<file path="config.mk">
export PLATFORM = sky130hd
export DESIGN_NAME = alu_op_scheduler
export DESIGN_NICKNAME = d
export VERILOG_FILES = /design/src/rtl/alu_pkg.sv /design/src/rtl/alu_op_scheduler_rr_arbiter2.sv /design/src/rtl/alu_op_scheduler.sv
export SDC_FILE = /design/constraint.sdc
export NUM_CORES = 1
export LEC_CHECK = 0
export BUFFER_PORTS_ARGS = -buffer_cell sky130_fd_sc_hd__buf_2
export CAP_MARGIN = 20
export CORE_MARGIN = 4
export CORE_UTILIZATION = 30
export CTS_BUF_LIST = sky130_fd_sc_hd__clkbuf_4 sky130_fd_sc_hd__clkbuf_8 sky130_fd_sc_hd__clkbuf_16
export CTS_CLUSTER_DIAMETER = 120
export DETAILED_ROUTE_END_ITERATION = 8
export GPL_TIMING_DRIVEN = 0
export HOLD_SLACK_MARGIN = 0.02
export PLACE_DENSITY = 0.57
export SYNTH_ARGS = -nofsm -noshare
export SYNTH_HDL_FRONTEND = slang
export SYNTH_SLANG_ARGS = --single-unit
</file>
<file path="constraint.sdc">
create_clock -name i_clk -period 2.1 [get_ports i_clk]
set_clock_uncertainty 0.15 [all_clocks]
set_input_delay 0.21 -clock i_clk [delete_from_list [all_inputs] [get_ports i_clk]]
set_output_delay 0.21 -clock i_clk [all_outputs]
set_load 0.01 [all_outputs]
</file>
<file path="src/rtl/alu_pkg.sv">
// Shared ALU definitions: default widths, function codes, result-group selects and scheduler FSM states.
// Result group is always fun[3:2]; fun[1:0] picks the operation inside the group.
package alu_pkg;

  localparam int DEF_OPERAND_SIZE = 16;
  localparam int DEF_ALU_OUT      = 32;

  localparam logic [3:0] FUN_ADD   = 4'b0000;
  localparam logic [3:0] FUN_SUB   = 4'b0001;
  localparam logic [3:0] FUN_MUL   = 4'b0010;
  localparam logic [3:0] FUN_DIV   = 4'b0011;
  localparam logic [3:0] FUN_AND   = 4'b0100;
  localparam logic [3:0] FUN_OR    = 4'b0101;
  localparam logic [3:0] FUN_NAND  = 4'b0110;
  localparam logic [3:0] FUN_NOR   = 4'b0111;
  localparam logic [3:0] FUN_NOP   = 4'b1000;
  localparam logic [3:0] FUN_CMPEQ = 4'b1001;
  localparam logic [3:0] FUN_CMPGT = 4'b1010;
  localparam logic [3:0] FUN_CMPLT = 4'b1011;
  localparam logic [3:0] FUN_SHR_A = 4'b1100;
  localparam logic [3:0] FUN_SHL_A = 4'b1101;
  localparam logic [3:0] FUN_SHR_B = 4'b1110;
  localparam logic [3:0] FUN_SHL_B = 4'b1111;

  localparam logic [1:0] GRP_ARITH = 2'b00;
  localparam logic [1:0] GRP_LOGIC = 2'b01;
  localparam logic [1:0] GRP_CMP   = 2'b10;
  localparam logic [1:0] GRP_SHIFT = 2'b11;

  typedef enum logic [1:0] {
    ST_IDLE = 2'd0,
    ST_WAIT = 2'd1,
    ST_RESP = 2'd2
  } sched_state_t;

  function automatic logic [1:0] fun_group(input logic [3:0] fun);
    return fun[3:2];
  endfunction

endpackage

</file>
<file path="src/rtl/alu_op_scheduler_rr_arbiter2.sv">
// Two-way round-robin arbiter: combinational one-hot grant, last_grant updated on i_update.
// Zero latency; a lone valid is granted directly, contention goes to the side opposite last_grant.
import alu_pkg::*;

module rr_arbiter2 (
  input  logic       i_clk,
  input  logic       i_rst_n,
  input  logic [1:0] i_valid,
  input  logic       i_update,
  output logic [1:0] o_grant
);

  logic r_last_grant;

  always_comb begin
    o_grant = 2'b00;
    case (i_valid)
      2'b01:   o_grant = 2'b01;
      2'b10:   o_grant = 2'b10;
      2'b11:   o_grant = r_last_grant ? 2'b01 : 2'b10;
      default: o_grant = 2'b00;
    endcase
  end

  // Reset value 1 makes req0 the winner of the first contention.
  always_ff @(posedge i_clk or negedge i_rst_n) begin
    if (!i_rst_n) begin
      r_last_grant <= 1'b1;
    end else if (i_update) begin
      r_last_grant <= o_grant[1];
    end
  end

endmodule

</file>
<file path="src/rtl/alu_op_scheduler.sv">
// Shares one ALU between two requesters; ALU_LAT+2 cycles per op, response held until rsp_ready.
// Optional ALU_SCHED_DIVZERO_EN: DIV by zero skips the ALU and answers with rsp_err next cycle.
import alu_pkg::*;

module alu_op_scheduler #(
  parameter int OPERAND_SIZE = DEF_OPERAND_SIZE,
  parameter int ALU_OUT      = DEF_ALU_OUT,
  parameter int ALU_LAT      = 1
) (
  input  logic                    i_clk,
  input  logic                    i_rst_n,
  input  logic                    i_req0_valid,
  output logic                    o_req0_ready,
  input  logic [OPERAND_SIZE-1:0] i_req0_a,
  input  logic [OPERAND_SIZE-1:0] i_req0_b,
  input  logic [3:0]              i_req0_fun,
  input  logic                    i_req1_valid,
  output logic                    o_req1_ready,
  input  logic [OPERAND_SIZE-1:0] i_req1_a,
  input  logic [OPERAND_SIZE-1:0] i_req1_b,
  input  logic [3:0]              i_req1_fun,
  output logic [OPERAND_SIZE-1:0] o_alu_a,
  output logic [OPERAND_SIZE-1:0] o_alu_b,
  output logic [3:0]              o_alu_fun,
  input  logic [ALU_OUT-1:0]      i_arith_out,
  input  logic [ALU_OUT-1:0]      i_logic_out,
  input  logic [ALU_OUT-1:0]      i_cmp_out,
  input  logic [ALU_OUT-1:0]      i_shift_out,
  input  logic                    i_arith_flag,
  input  logic                    i_carry_out,
  input  logic                    i_logic_flag,
  input  logic                    i_cmp_flag,
  input  logic                    i_shift_flag,
  output logic                    o_rsp_valid,
  input  logic                    i_rsp_ready,
  output logic                    o_rsp_id,
  output logic [ALU_OUT-1:0]      o_rsp_data,
  output logic                    o_rsp_carry,
  output logic                    o_rsp_err,
  output logic                    o_busy
);

  localparam logic [2:0] LAT_M1 = 3'(ALU_LAT - 1);

  sched_state_t            r_state;
  logic [2:0]              r_cnt;
  logic [OPERAND_SIZE-1:0] r_alu_a;
  logic [OPERAND_SIZE-1:0] r_alu_b;
  logic [3:0]              r_alu_fun;
  logic                    r_rsp_valid;
  logic                    r_rsp_id;
  logic [ALU_OUT-1:0]      r_rsp_data;
  logic                    r_rsp_carry;
  logic                    r_rsp_err;
  logic                    r_busy;

  logic [1:0]              w_grant;
  logic                    w_idle;
  logic                    w_accept;
  logic [OPERAND_SIZE-1:0] w_a;
  logic [OPERAND_SIZE-1:0] w_b;
  logic [3:0]              w_fun;
  logic                    w_divzero;
  logic [ALU_OUT-1:0]      w_sel;
  logic                    w_unused_flags;

  assign w_unused_flags = ^{i_arith_flag, i_logic_flag, i_cmp_flag, i_shift_flag};

  assign w_idle       = (r_state == ST_IDLE);
  assign w_accept     = w_idle && (w_grant != 2'b00);
  assign o_req0_ready = w_idle && w_grant[0];
  assign o_req1_ready = w_idle && w_grant[1];

  rr_arbiter2 u_arb (
    .i_clk    (i_clk),
    .i_rst_n  (i_rst_n),
    .i_valid  ({i_req1_valid, i_req0_valid}),
    .i_update (w_accept),
    .o_grant  (w_grant)
  );

  assign w_a   = w_grant[1] ? i_req1_a   : i_req0_a;
  assign w_b   = w_grant[1] ? i_req1_b   : i_req0_b;
  assign w_fun = w_grant[1] ? i_req1_fun : i_req0_fun;

`ifdef ALU_SCHED_DIVZERO_EN
  assign w_divzero = (w_fun == FUN_DIV) && (w_b == '0);
`else
  assign w_divzero = 1'b0;
`endif

  always_comb begin
    w_sel = i_arith_out;
    case (fun_group(r_alu_fun))
      GRP_LOGIC: w_sel = i_logic_out;
      GRP_CMP:   w_sel = i_cmp_out;
      GRP_SHIFT: w_sel = i_shift_out;
      default:   w_sel = i_arith_out;
    endcase
  end

  always_ff @(posedge i_clk or negedge i_rst_n) begin
    if (!i_rst_n) begin
      r_state     <= ST_IDLE;
      r_cnt       <= 3'd0;
      r_alu_a     <= '0;
      r_alu_b     <= '0;
      r_alu_fun   <= 4'd0;
      r_rsp_valid <= 1'b0;
      r_rsp_id    <= 1'b0;
      r_rsp_data  <= '0;
      r_rsp_carry <= 1'b0;
      r_rsp_err   <= 1'b0;
      r_busy      <= 1'b0;
    end else begin
      case (r_state)
        ST_IDLE: begin
          if (w_accept) begin
            r_rsp_id <= w_grant[1];
            r_busy   <= 1'b1;
            if (w_divzero) begin
              // ALU operands stay untouched; the error answer is formed here.
              r_rsp_data  <= '0;
              r_rsp_carry <= 1'b0;
              r_rsp_err   <= 1'b1;
              r_rsp_valid <= 1'b1;
              r_state     <= ST_RESP;
            end else begin
              r_alu_a   <= w_a;
              r_alu_b   <= w_b;
              r_alu_fun <= w_fun;
              r_cnt     <= LAT_M1;
              r_state   <= ST_WAIT;
            end
          end
        end
        ST_WAIT: begin
          if (r_cnt == 3'd0) begin
            r_rsp_data  <= w_sel;
            r_rsp_carry <= (fun_group(r_alu_fun) == GRP_ARITH) && i_carry_out;
            r_rsp_err   <= 1'b0;
            r_rsp_valid <= 1'b1;
            r_state     <= ST_RESP;
          end else begin
            r_cnt <= r_cnt - 3'd1;
          end
        end
        ST_RESP: begin
          if (i_rsp_ready) begin
            r_rsp_valid <= 1'b0;
            r_busy      <= 1'b0;
            r_state     <= ST_IDLE;
          end
        end
        default: begin
          r_rsp_valid <= 1'b0;
          r_busy      <= 1'b0;
          r_state     <= ST_IDLE;
        end
      endcase
    end
  end

  assign o_alu_a     = r_alu_a;
  assign o_alu_b     = r_alu_b;
  assign o_alu_fun   = r_alu_fun;
  assign o_rsp_valid = r_rsp_valid;
  assign o_rsp_id    = r_rsp_id;
  assign o_rsp_data  = r_rsp_data;
  assign o_rsp_carry = r_rsp_carry;
  assign o_rsp_err   = r_rsp_err;
  assign o_busy      = r_busy;

endmodule

</file>
==> flow_metrics.py <==
metrics = {
    "cts": {
        "cts_resized": 0,
        "htree_levels": 3,
        "numCtsBuffers": 9,
        "clock-sinks": 78,
        "cts_tree": "yes",
        "cts-root-to-sink-buffers": 2,
        "cts-root-buf": "clkbuf_16",
        "insertion_delay_ns": 0.32,
        "cts.clk_slew.worst_paths_ns": 0.06,
    },
    "sta": {
        "timing.hold.ws_ns": 0.0641,
        "setup_violations": 0,
        "max_freq_mhz": 500,
        "max_slew_margin": 0.626,
        "fin_crit_ns": 2.00,
        "finalCritPeriodShare": 0.952,
        "tightest_slew_ns": 0.562,
        "grt_setup_unrepaired": "false",
        "drv_slew": 0,
        "hold_viol_final": 0,
        "layout_setup_ws_ns": 0.101,
    },
    "job": {
        "drv_cap": 0,
    },
    "final_layout": {
        "drive_gt1_frac": 0.795,
        "fin_cells": 751,
        "post-route-util": 0.459,
        "nets": 778,
        "diodes": 0,
        "area_delta_synth_final_pct": 48.7,
    },
    "yosys": {
        "synth-adder-area-share": 0.00582,
        "synth_top_area_cell": "dfrtp_1",
        "syn_avg_cell_area_um2": 16.0,
        "synth-xor-area-share": 0,
        "synth_compound_area_frac": 0.0160,
        "synth-seq-cells": 78,
        "synth_top_family_by_area": "multiplexers",
        "synth_cells": 268,
        "yosys-top-cells-count": "mux2_2 (103), dfrtp_1 (77), mux4_2 (28)",
        "synth.area.top_cells": "dfrtp_1 (45%), mux2_2 (27%), mux4_2 (15%), buf_6 (3.7%), mux4_1 (2.4%)",
        "syn-num-nets": 480,
        "ys_seq_area_frac": 0.454,
        "synth_flop_cell": "dfrtp_1",
        "synth.distinct_cells": 36,
        "synth_most_common_cell": "mux2_2",
        "synthSimpleGateAreaFrac": 0.0253,
        "synth.cell_area_mm2": 0.00430,
        "synth_enable_flop_cells": 0,
        "yosysWarningCount": 0,
        "yosys.area.top_type_share": 0.448,
        "postSynth.asyncResetShare": 1.00,
        "synthMuxAreaShare": 0.452,
    },
    "worst_hold_path": {
        "min_to": "r_state[1]",
        "min_from": "i_rsp_ready",
        "hp-class": "in -> reg",
        "worstHoldPathCells": 3,
    },
    "detailed_routing": {
        "wl_per_cell_um": 15.7,
        "drtAntennaViolNets": 0,
        "drtIter0Drc": 61,
        "top_layer": "met4",
        "remaining_drc_errors": 0,
        "vias": 3449,
        "wl_met2_um": 6040,
        "wirelength_um": 11800,
        "drt-met1-wl_um": 4460,
        "drtPass1Iterations": 4,
        "wl_met3_um": 1190,
        "viasPerCell": 4.59,
    },
    "global_routing": {
        "grtUsageTotal": 0.141,
        "grt_pass1_vias": 3718,
        "grt_max_degree": 70,
        "grt.overflow.total": 0,
        "grt_pass1_wl_um": 18200,
        "antenna_found_initial": 0,
    },
    "critical_path": {
        "timing.rr.start": "o_alu_fun[3]",
        "arrival_ns": 2.06,
        "ff2ff_setup_slack_ns": 0.16,
        "cpPeakStageDelay_ns": 0.54,
        "setup.worst_path.end_class": "register",
        "rr_endpoint": "o_rsp_data[20]",
        "reg2reg_depth": 4,
        "crit_type": "in -> reg",
        "crit_required_ns": 2.16,
        "crit_fanout": 10,
        "critPathBufInv": 5,
        "cp_cell_sequence": "dlygate4sd3_1, buf_2, a21boi_1, buf_6, buf_12, buf_6, mux2_2, mux2_2",
        "cp_top_family": "buffers and inverters",
        "cp_slowest_cell": "dlygate4sd3_1",
        "start_kind": "input port",
    },
    "die": {
        "initial_core_util": 0.309,
        "coreArea_mm2": 0.0139,
        "die_h_um": 128,
        "placementRows": 43,
        "die_w_um": 128,
        "die-area_mm2": 0.0163,
        "io_pins": 285,
    },
    "placed_design": {
        "io_buffers": 279,
        "dpl_worst_slack_ns": -0.107,
        "place.gp.congestion": 0.805,
        "place_hpwl_um": 9670,
        "placed_cells": 728,
    },
    "power": {
        "vdd_drop_max_mv": 0.572,
        "power_density_mw_per_mm2": 1420,
        "leakage_nw": 3.10,
        "power.total_mw": 9.07,
    },
    "outcome": {
        "status": "completed",
    },
}
-- worst min-delay path: stages --
cell and delay [ns]:
buf_2 0.09, nor2_1 0.04, a21o_1 0.16
-- per-stage QoR --
step / cell area [µm²] / setup TNS [ns]
3_5_place_dp: 5950 / -2.47
4_1_cts: 6370 / 0
6_report: 6390 / 0
2_1_floorplan: 4300 / 0
5_1_grt: 6390 / 0
3_3_place_gp: 5920 / -1.23
-- worst max path at each step --
stage | slack [ns] | from | cells after the start | end
2_1_floorplan | 0.22 | r_cnt[0] | 6 | o_rsp_carry
4_1_cts | 0.04 | i_req0_valid | 7 | o_req1_ready
3_3_place_gp | -0.05 | r_cnt[0] | 6 | o_rsp_data[6]
6_report | 0.10 | i_req0_valid | 8 | o_alu_a[8]
3_5_place_dp | -0.11 | r_cnt[0] | 6 | o_rsp_data[13]
5_1_grt | 0.01 | i_req0_valid | 7 | o_req1_ready
-- layer usage --
| metal | vias up | global-route usage |
|---|---|---|
| li1 | 1628 | - |
| met1 | 1643 | 0.163 |
| met2 | 173 | 0.254 |
| met3 | 5 | 0.0421 |
| met4 | 0 | 0.0387 |
| met5 | - | 0 |
-- power breakdown --
group / switching, mW / leakage (nW) / internal [mW]
sequential: 0.380 / 0.919 / 2.30
clock: 0.572 / 0.177 / 1.25
combinational: 1.95 / 2.00 / 2.61
total: 2.90 / 3.10 / 6.16
-- sequential cells by signal, indices dropped and copies added (netlist names) --
register / flops
o_alu_a: 16
o_alu_b: 16
o_alu_fun: 4
o_busy: 1
o_rsp_carry: 1
o_rsp_data: 32
o_rsp_id: 1
o_rsp_valid: 1
r_cnt: 3
r_state: 2
u_arb.r_last_grant: 1
-- cells in the final DEF, fill, tap and decap left out, drive strengths merged --
master       count
inv              3
dlygate4sd3      3
ha               2
and2             2
dfrtp           77
a21boi           1
mux4            32
clkbuf          16
nor2             4
a21oi            1
or2              1
a22o             1
and3             1
bufinv           3
dfstp            1
mux2i            2
mux2           105
o21ai            1
buf            301
nand2            1
a31oi            1
a21o             3
conb             1
nand3b           1
o21bai           1
nand2b           2
nor2b            1
nor3b            2
o22ai            1
-- cell families (layout without fill, tap and decap cells) --
logic type / Yosys count / count (layout)
compound gates: 10 / 10
buf+inv: 23 / 326
mux: 139 / 139
other cells: 1 / 1
flops: 78 / 78
fa+ha+maj: 2 / 2
simple gates: 15 / 15
-- final cells by class --
type / count / area, µm²
clock buffers: 13 / 268
fillers: 1312 / 7540
repair buffers: 287 / 1510
multi-input cells: 167 / 2150
clock inverters: 3 / 90.1
inverters: 3 / 11.3
plain buffers: 20 / 186
flip-flops and latches: 78 / 1950
well taps: 180 / 225
-- timing repair --
action,in CTS,in global routing
setup endpoints to repair,28,1
buffers inserted,2,2
pin swaps,1,0
hold buffers,3,0
hold endpoints to repair,78,0
(Power assumes the default switching activity.)
